File: src/rtl/move_cmd_gen_pkg.sv
// Shared definitions for the move command generator: direction codes, FSM
// states and the fixed direction priority.
package move_cmd_gen_pkg;

  typedef enum logic [1:0] {
    DIR_UP    = 2'd0,
    DIR_DOWN  = 2'd1,
    DIR_LEFT  = 2'd2,
    DIR_RIGHT = 2'd3
  } dir_e;

  typedef enum logic {
    IDLE = 1'b0,
    HELD = 1'b1
  } state_e;

  localparam int unsigned NUM_BTN = 5;
  localparam int unsigned BTN_C   = 4;

  // Lowest direction code wins: U > D > L > R.
  function automatic dir_e pick_dir(input logic [3:0] req);
    dir_e d;
    if (req[0])      d = DIR_UP;
    else if (req[1]) d = DIR_DOWN;
    else if (req[2]) d = DIR_LEFT;
    else             d = DIR_RIGHT;
    return d;
  endfunction

endpackage

File: src/rtl/move_cmd_gen_btn_debounce.sv
// One button: two-flop synchroniser, stable-count debouncer and rise detect.
module move_cmd_gen_btn_debounce #(
  parameter int unsigned DEBOUNCE_CYCLES = 500000,
  parameter int unsigned CNT_W           = 26
) (
  input  logic clk_i,
  input  logic rst_i,
  input  logic btn_i,
  output logic level_o,
  output logic rise_o
);

  localparam logic [CNT_W-1:0] CNT_LAST = CNT_W'(DEBOUNCE_CYCLES - 1);

  logic             sync1_q, sync2_q;
  logic [CNT_W-1:0] cnt_q, cnt_d;
  logic             level_q, level_d;
  logic             level_d1_q;
  logic             armed_q;

  // Synchroniser keeps tracking the pin through reset so a button held
  // across reset is recognised as already down.
  always_ff @(posedge clk_i) begin
    sync1_q <= btn_i;
    sync2_q <= sync1_q;
  end

  always_comb begin
    cnt_d   = '0;
    level_d = level_q;
    if (sync2_q != level_q) begin
      if (cnt_q == CNT_LAST) level_d = ~level_q;
      else                   cnt_d   = cnt_q + CNT_W'(1);
    end
  end

  always_ff @(posedge clk_i) begin
    if (rst_i) begin
      cnt_q      <= '0;
      level_q    <= 1'b0;
      level_d1_q <= 1'b0;
      armed_q    <= 1'b0;
    end else begin
      cnt_q      <= cnt_d;
      level_q    <= level_d;
      level_d1_q <= level_q;
      armed_q    <= armed_q | ~sync2_q;
    end
  end

  // A rise only counts once the button has been seen released since reset.
  assign level_o = level_q;
  assign rise_o  = level_q & ~level_d1_q & armed_q;

endmodule

File: src/rtl/move_cmd_gen.sv
// Board buttons to one-at-a-time move commands with auto-repeat, a
// valid/ready handshake towards player_logic and a centre restart pulse.
module move_cmd_gen
  import move_cmd_gen_pkg::*;
#(
  parameter int unsigned DEBOUNCE_CYCLES = 500000,
  parameter int unsigned REPEAT_DELAY    = 40000000,
  parameter int unsigned REPEAT_PERIOD   = 15000000,
  parameter int unsigned CNT_W           = 26
) (
  input  logic       clk,
  input  logic       rst,
  input  logic       btn_u,
  input  logic       btn_d,
  input  logic       btn_l,
  input  logic       btn_r,
  input  logic       btn_c,
  output logic       move_valid,
  output logic [1:0] move_dir,
  input  logic       move_ready,
  output logic       restart
);

  logic [NUM_BTN-1:0] btn_raw;
  logic [NUM_BTN-1:0] btn_lvl;
  logic [NUM_BTN-1:0] btn_rise;

  assign btn_raw = {btn_c, btn_r, btn_l, btn_d, btn_u};

  for (genvar i = 0; i < NUM_BTN; i++) begin : g_btn
    move_cmd_gen_btn_debounce #(
      .DEBOUNCE_CYCLES(DEBOUNCE_CYCLES),
      .CNT_W          (CNT_W)
    ) u_db (
      .clk_i  (clk),
      .rst_i  (rst),
      .btn_i  (btn_raw[i]),
      .level_o(btn_lvl[i]),
      .rise_o (btn_rise[i])
    );
  end

  state_e           state_q;
  dir_e             active_q;
  logic [CNT_W-1:0] rpt_q;
  logic             move_valid_q;
  dir_e             move_dir_q;
  logic             restart_q;

  logic [3:0] dir_lvl;
  logic [3:0] dir_rise;
  dir_e       rise_dir;
  logic       fresh_d;
  logic       offer_d;
  dir_e       offer_dir_d;

  // Direction rises are ignored while the centre button is down.
  always_comb begin
    dir_lvl  = btn_lvl[3:0];
    dir_rise = btn_rise[3:0] & {4{~btn_lvl[BTN_C]}};
    rise_dir = pick_dir(dir_rise);
    fresh_d  = (|dir_rise) && ((state_q == IDLE) || (rise_dir < active_q));
    offer_d  = fresh_d ||
               ((state_q == HELD) && dir_lvl[active_q] && (rpt_q <= CNT_W'(1)));
    offer_dir_d = fresh_d ? rise_dir : active_q;
  end

  // The repeat fires on the cycle the counter would reach 0, giving exactly
  // REPEAT_DELAY / REPEAT_PERIOD cycles between offers.
  always_ff @(posedge clk) begin
    if (rst) begin
      state_q      <= IDLE;
      active_q     <= DIR_UP;
      rpt_q        <= '0;
      move_valid_q <= 1'b0;
      move_dir_q   <= DIR_UP;
      restart_q    <= 1'b0;
    end else begin
      restart_q <= btn_rise[BTN_C];
      if (btn_rise[BTN_C]) begin
        move_valid_q <= 1'b0;
        state_q      <= IDLE;
      end else begin
        if (fresh_d) begin
          active_q <= rise_dir;
          rpt_q    <= CNT_W'(REPEAT_DELAY);
          state_q  <= HELD;
        end else if (state_q == HELD) begin
          if (!dir_lvl[active_q])         state_q <= IDLE;
          else if (rpt_q <= CNT_W'(1))    rpt_q   <= CNT_W'(REPEAT_PERIOD);
          else                            rpt_q   <= rpt_q - CNT_W'(1);
        end

        // Single slot: a new offer only lands if the slot is free or draining.
        if (offer_d && (!move_valid_q || move_ready)) begin
          move_valid_q <= 1'b1;
          move_dir_q   <= offer_dir_d;
        end else if (move_ready) begin
          move_valid_q <= 1'b0;
        end
      end
    end
  end

  assign move_valid = move_valid_q;
  assign move_dir   = move_dir_q;
  assign restart    = restart_q;

endmodule

File: config.mk
export PLATFORM = sky130hd
export DESIGN_NAME = move_cmd_gen
export DESIGN_NICKNAME = d
export VERILOG_FILES = /design/src/rtl/move_cmd_gen_pkg.sv /design/src/rtl/move_cmd_gen_btn_debounce.sv /design/src/rtl/move_cmd_gen.sv
export SDC_FILE = /design/constraint.sdc
export NUM_CORES = 1
export LEC_CHECK = 0
export BUFFER_PORTS_ARGS = -buffer_cell sky130_fd_sc_hd__buf_4
export CORE_MARGIN = 1
export CORE_UTILIZATION = 55
export DETAILED_ROUTE_END_ITERATION = 8
export HOLD_SLACK_MARGIN = 0.08
export PLACE_DENSITY = 0.71
export SLEW_MARGIN = 20
export SYNTH_ARGS = -nofsm -noshare
export SYNTH_HDL_FRONTEND = slang
export SYNTH_SLANG_ARGS = --single-unit
File: constraint.sdc
create_clock -name clk -period 3.1 [get_ports clk]
set_input_delay 0.465 -clock clk [delete_from_list [all_inputs] [get_ports clk]]
set_output_delay 0.465 -clock clk [all_outputs]
set_load 0.01 [all_outputs]
==> summary.md, run 1 <==
| Metric | Value |
|---|---|
| Crit path kind | `reg -> reg` |
| Syn Area/Cell | `8.53 µm²` |
| Worst setup SP type | `flip-flop` |
| CTS Buffer Depth | `2` |
| PD cells | `537 nW/µm²` |
| DRC Markers | `0` |
| Fmax achieved | `373 MHz` |
| Critical Path RT | `3.46 ns` |
| Area of placed instances | `8600 µm²` |
| Remaining global-route overflow | `0` |
| Die Wd | `125 µm` |
| Std cell rows | `44` |
| CP Capture Type | `flip-flop` |
| Switching share of power | `0.198` |
| Internal power | `0.00400 W` |
| Cell area after layout | `9280 µm²` |
| Fin. Hold Viols | `0` |
| Input/output buffers | `11` |
| Crit-path max FO | `11` |
| Slew HR | `0.411` |
| Cells after synthesis | `981` |
| Final HPWL DP | `10600 µm` |
| Post-Syn Area | `8370 µm²` |
| Final TNS setup | `0 ns` |
| Leak Pwr | `3.20 nW` |
| 1st-iter DRT viols | `438` |
| Starting Density | `0.569` |
| Average wire per standard cell | `13.4 µm` |
| Status | `finished, final reports clean` |
| CTS tree | `done` |
| Distinct cells, synth | `64` |
| Clock edge transition at the registers on the reported setup and hold paths | `0.07 ns` |
| GPL Wtd Cong | `0.882` |
| Warning count from the yosys run | `0` |
| First-pass GRT wire length | `27900 µm` |
| Number of synthesized flops with an enable pin | `0` |
| Core Util, Final | `0.631` |
| Final setup fails | `0` |
| Slew @ Worst Pin | `0.875 ns` |
| Top-area cell type share of the netlist area | `0.450` |
| TritonCTS buffer count | `17` |
| Global Route Usage Sum | `0.214` |
| Skew final | `0.00710 ns` |
| Setup ws final | `0.418 ns` |
| Synth area leaders | `dfxtp_1 (45%), nor2_1 (8.0%), xor2_1 (6.3%), xnor2_1 (5.8%), nand3_1 (3.0%)` |
| Type of the tightest min-delay check | `in -> reg` |
| Post_cts resized | `0` |
| DIE HEIGHT | `125 µm` |
| Ant. Diodes | `0` |
| Number of global-route vias before repair | `5979` |
| Antenna-violating nets left | `0` |
| Post-cts hold buffer count | `0` |
| Initial antenna violation count | `0` |
| Max Cap Viol | `0` |
| Final Max Tran Viols | `0` |
| Seq/Total Area, Yosys | `0.450` |
| Seq pwr share | `0.491` |
| Area leader, netlist | `dfxtp_1` |
| Minimum clock period | `2.68 ns` |
| Combinational fraction of design power | `0.014` |
| RSZ-0062 raised after global routing | `no` |
| Flop and latch count out of synthesis | `188` |
| P_sw | `0.000986 W` |
| Ys flop type | `dfxtp_1` |
| Number of setup buffers added after CTS | `0` |
| DR vias/cell | `5.50` |
| Final nets | `1003` |
| Clock Sinks | `188` |
| Maximum VDD drop | `0.484 mV` |
| Post-place setup slack | `0.413 ns` |
| CTS root buf | `clkbuf_16` |
| Largest net degree at the start of global routing | `40` |
| Syn nets | `997` |
| Area growth syn-to-layout | `10.8%` |
| Die area | `15700 µm²` |
| Worst Path Arrival | `3.04 ns` |
| Initial DRT Pass Iterations | `5` |
| Core Region | `14700 µm²` |
| Tcrit/Tclk final | `0.865` |
| Routed Wire Length | `15800 µm` |
| Clk_lat worst skew | `0.42 ns` |
| Num ports | `12` |
| Async S/R FF share, synth | `0` |
| Vias | `6508` |
| Clock power frac | `0.495` |
| Layout cell share with drive strength beyond 1 | `0.0751` |
| CTS H-tree depth | `4` |
[layer usage]
| metal | GRT usage | up-vias | part of all wire |
|---|---|---|---|
| met5 | 0 | - | 0 |
| met4 | 0.0696 | 0 | 0.010 |
| met3 | 0.0432 | 10 | 0.032 |
| met2 | 0.336 | 93 | 0.45 |
| met1 | 0.295 | 3019 | 0.50 |
| li1 | - | 3386 | - |
[through the flow]
step / std cells / total power, W / hold WS (ns)
6_report: 1183 / 0.00498 / 0.142
4_1_cts: 1183 / 0.00503 / 0.126
2_1_floorplan: 981 / 0.00255 / 0.310
5_1_grt: 1183 / 0.00514 / 0.117
3_5_place_dp: 1152 / 0.00257 / 0.314
3_3_place_gp: 1152 / 0.00257 / 0.310
[worst max-delay path: stages (launching register included)]
cell and delay [ns]:
dfxtp_1 0.38, and4bb_1 0.35, nor2_1 0.07, ha_1 0.29, nor2b_1 0.13, o21a_1 0.15
a21oi_2 0.05, buf_4 0.18, or3_1 0.54, or3_1 0.40, o21ai_1 0.08
[cell families (layout without fill, tap and decap cells)]
group                    Yosys count  after routing  synth area share
adder cells (fa/ha/maj)            8              8            0.0120
AND/OR/NAND/NOR                  484            484             0.295
flip-flops                       188            188             0.450
buffers and inverters             71             89            0.0363
multiplexers                       8              8           0.00957
AO/OA/AOI/OAI                    107            107            0.0774
XOR/XNOR                         115            115             0.120
[power groups by stage]
stage / logic, W / registers (W) / clock network (W)
6_report: 0.0000716 / 0.00244 / 0.00247
5_1_grt: 0.0000814 / 0.00245 / 0.00262
4_1_cts: 0.0000729 / 0.00244 / 0.00251
3_5_place_dp: 0.0000727 / 0.00250 / 0
3_3_place_gp: 0.0000728 / 0.00250 / 0
2_1_floorplan: 0.0000539 / 0.00250 / 0
[path summary, 6_finish.rpt]
path                                                          from                             to  slack, ns  cells past startpoint
worst max-delay path            g_btn[4].u_db.level_o$_SDFFE_PP0P_         rpt_q[19]$_SDFFE_PP0P_       0.42                     10
worst min-delay path                                         btn_r  g_btn[3].u_db.sync1_q$_DFF_P_       0.14                      1
worst max register to register  g_btn[4].u_db.level_o$_SDFFE_PP0P_         rpt_q[19]$_SDFFE_PP0P_       0.42                     10
worst min register to register       g_btn[1].u_db.sync1_q$_DFF_P_  g_btn[1].u_db.sync2_q$_DFF_P_       0.33                      0
[layout make-up]
type                       count  area (µm²)
sequential                   188        3760
fill                        1306        5420
clock inverter                13         238
inverter                      36         135
timing repair buffer          22         165
clock buffer                  18         439
tap                          184         230
multi-input combinational    722        4310
[synth_stat cells (4+ instances only)]
cell,n
inv_1,35
nor4_1,24
nand3b_1,4
o21ai_0,32
xor2_1,60
dfxtp_1,188
and3_1,16
nor2_1,178
nor2b_1,8
xnor2_1,55
and4_1,10
clkbuf_1,11
nand3_1,51
nor3_1,35
a31o_2,4
buf_2,18
nand4_1,32
a21oi_1,41
o21ai_1,4
ha_1,8
or3_1,26
nand2_1,65
and2_1,4
nor4b_1,4
nand2b_1,4
mux2i_1,8
[cell usage in the layout, fill, tap and decap left out, drive strengths merged, types with 4 or more instances in the layout]
master and instances:
xor2 60, nand2b 4, nor2 178, nor3 37, nand2 65, and3 16, nand3b 5, dfxtp 188
nor4 28, o21ai 36, a31o 7, a21oi 41, nor4b 5, clkbuf 18, ha 8, mux2i 8
clkinv 4, bufinv 6, nand4 32, and4 10, inv 39, or3 26, buf 22, nor2b 8
and2 6, xnor2 55, nand3 52
[flip-flops by register name, indices dropped and copies added, names as in the netlist, 2 cells and up]
register,count
g_btn.u_db.level_d1_q,5
g_btn.u_db.cnt_q,130
rpt_q,26
move_dir,2
g_btn.u_db.sync2_q,5
g_btn.u_db.armed_q,5
active_q,2
g_btn.u_db.level_o,5
g_btn.u_db.sync1_q,5
(Power assumes the default switching activity.)
==> inputs of run 2 (changes only) <==
Settings changed: BUFFER_PORTS_ARGS -buffer_cell sky130_fd_sc_hd__buf_4 to unset, DONT_BUFFER_PORTS set to 1, PLACE_DENSITY 0.71 to 0.7.
==> summary.md, run 2 (synthesized netlist as in run 1, its figures left out) <==
| Metric | Value |
|---|---|
| Die Wd | `125 µm` |
| Antenna-violating nets left | `0` |
| Ant. Diodes | `0` |
| Met2 WL | `6960 µm` |
| Final TNS setup | `0 ns` |
| CTS tree | `done` |
| Clk_lat worst skew | `0.42 ns` |
| Vias | `6480` |
| PD cells | `522 nW/µm²` |
| First-pass GRT wire length | `27400 µm` |
| Worst Path Arrival | `2.87 ns` |
| Crit-path max FO | `14` |
| CP Buf/Inv Count | `0` |
| Worst path depth | `9` |
| Clock edge transition at the registers on the reported setup and hold paths | `0.07 ns` |
| CTS H-tree depth | `4` |
| Hold depth | `1` |
| Worst R2R Setup Slack | `0.56 ns` |
| 1st-iter DRT viols | `519` |
| Met3 Wirelength | `586 µm` |
| Worst-path cell chain | `and4bb_1 > nor2_1 > ha_1 > nor2b_1 > o21a_1 > a21oi_2 > or2_1 > o21ai_1 > a221oi_2` |
| GPL Wtd Cong | `0.881` |
| Input/output buffers | `0` |
| Hold_sp | `rst` |
| Std cell rows | `44` |
| Most flop-heavy register | `g_btn.u_db.cnt_q` |
| Most common cell after layout, fill and taps aside | `dfxtp_1` |
| Filler Cells Inserted | `1319` |
| Average wire per standard cell | `13.3 µm` |
| DIE HEIGHT | `125 µm` |
| Final nets | `997` |
| Total power draw | `0.00480 W` |
| Slew HR | `0.480` |
| Global Route Usage Sum | `0.211` |
| Core Region | `14700 µm²` |
| Status | `finished, final reports clean` |
| Max FFs per register | `130` |
| Num ports | `12` |
| Fmax achieved | `394 MHz` |
| CTS root buf | `clkbuf_16` |
| DRC Markers | `0` |
| Final HPWL DP | `10500 µm` |
| Critical Path RT | `3.44 ns` |
| Die area | `15700 µm²` |
| Skew final | `0.00706 ns` |
| Area growth syn-to-layout | `9.82%` |
| TritonCTS buffer count | `17` |
| Max Cap Viol | `0` |
| FF-to-FF Start | `g_btn[4].u_db.level_o$_SDFFE_PP0P_` |
| Multi-input gate area | `4310 µm²` |
| Type of the tightest min-delay check | `in -> reg` |
| Initial DRT Pass Iterations | `6` |
| R2R cell count | `9` |
| Reg area | `3760 µm²` |
| Final setup fails | `0` |
| CP Capture Type | `flip-flop` |
| Worst setup SP type | `flip-flop` |
| Commonest cells after routing, fill and taps aside | `dfxtp_1 (188), nor2_1 (178), nand2_1 (65), xor2_1 (60), xnor2_1 (55)` |
| Maximum VDD drop | `0.376 mV` |
| Largest net degree at the start of global routing | `40` |
| Crit path kind | `reg -> reg` |
| Crit-path slowest cell | `dfxtp_1` |
| Minimum clock period | `2.54 ns` |
| Routed Wire Length | `15700 µm` |
| Remaining global-route overflow | `0` |
| Tcrit/Tclk final | `0.818` |
| DR vias/cell | `5.51` |
| Top flop regs | `g_btn.u_db.cnt_q x130, rpt_q x26` |
| Uppermost layer routed | `met4` |
| Layout cell share with drive strength beyond 1 | `0.0634` |
| Starting Density | `0.569` |
| Wl on met1 | `7870 µm` |
| Top delay family on crit path | `simple AND/OR/NAND/NOR gates` |
| Number of global-route vias before repair | `5943` |
| Critical Path Source | `g_btn[4].u_db.level_o$_SDFFE_PP0P_` |
| CTS Buffer Depth | `2` |
| Slew @ Worst Pin | `0.772 ns` |
| Fin. Hold Viols | `0` |
| Initial antenna violation count | `0` |
| RSZ-0062 raised after global routing | `no` |
| Number of setup buffers added after CTS | `0` |
| Crit-path max cell delay | `0.45 ns` |
| Leak Pwr | `3.14 nW` |
| Final Max Tran Viols | `0` |
| Clock Sinks | `188` |
run 2: metal layers:
layer / vias up / global-route usage
met1: 2984 / 0.287
met4: 0 / 0.0703
met3: 26 / 0.0479
li1: 3376 / -
met2: 94 / 0.330
met5: - / 0
run 2: final timing paths:
kind,end
hold / removal,g_btn[4].u_db.level_d1_q$_SDFF_PP0_
hold reg to reg,g_btn[0].u_db.sync2_q$_DFF_P_
setup / recovery,rpt_q[6]$_SDFFE_PP0P_
setup reg to reg,rpt_q[6]$_SDFFE_PP0P_
run 2: through the flow:
step / area, µm² / util / hold WS (ns) / instances / worst slack [ns]
floorplan: 8370 / - / 0.310 / 981 / 0.758
CTS: 9190 / 0.625 / 0.0875 / 1177 / 0.543
finish: 9190 / 0.625 / 0.115 / 1177 / 0.564
global placement: 8520 / 0.579 / 0.311 / 1141 / 0.620
global route: 9190 / 0.625 / 0.0834 / 1177 / 0.318
detailed placement: 8520 / 0.579 / 0.313 / 1141 / 0.566
run 2: worst reg2reg max path, delay by kind of cell (launching register included):
family | cells | cell delay (ns)
AOI/OAI and AO/OA | 4 | 0.81
adders and majority gates | 1 | 0.24
DFF | 1 | 0.45
and+or+nand+nor | 4 | 0.96
run 2: final cells by class:
cell class,count,area share
clock inverters,11,0.0182
clock buffers,20,0.0497
repair buffers,16,0.0144
flip-flops and latches,188,0.409
multi-input cells,722,0.468
inverters,36,0.0147
well taps,184,0.0250
run 2: power by group:
group | internal (W) | switching (W)
combinational | 0.0000226 | 0.0000412
sequential | 0.00243 | 0.0000120
clock | 0.00139 | 0.000901
run 2: what timing repair did:
item                      in CTS  in global routing
resized for setup              0                  0
hold buffers                   5                  0
hold endpoints to repair       5                  0
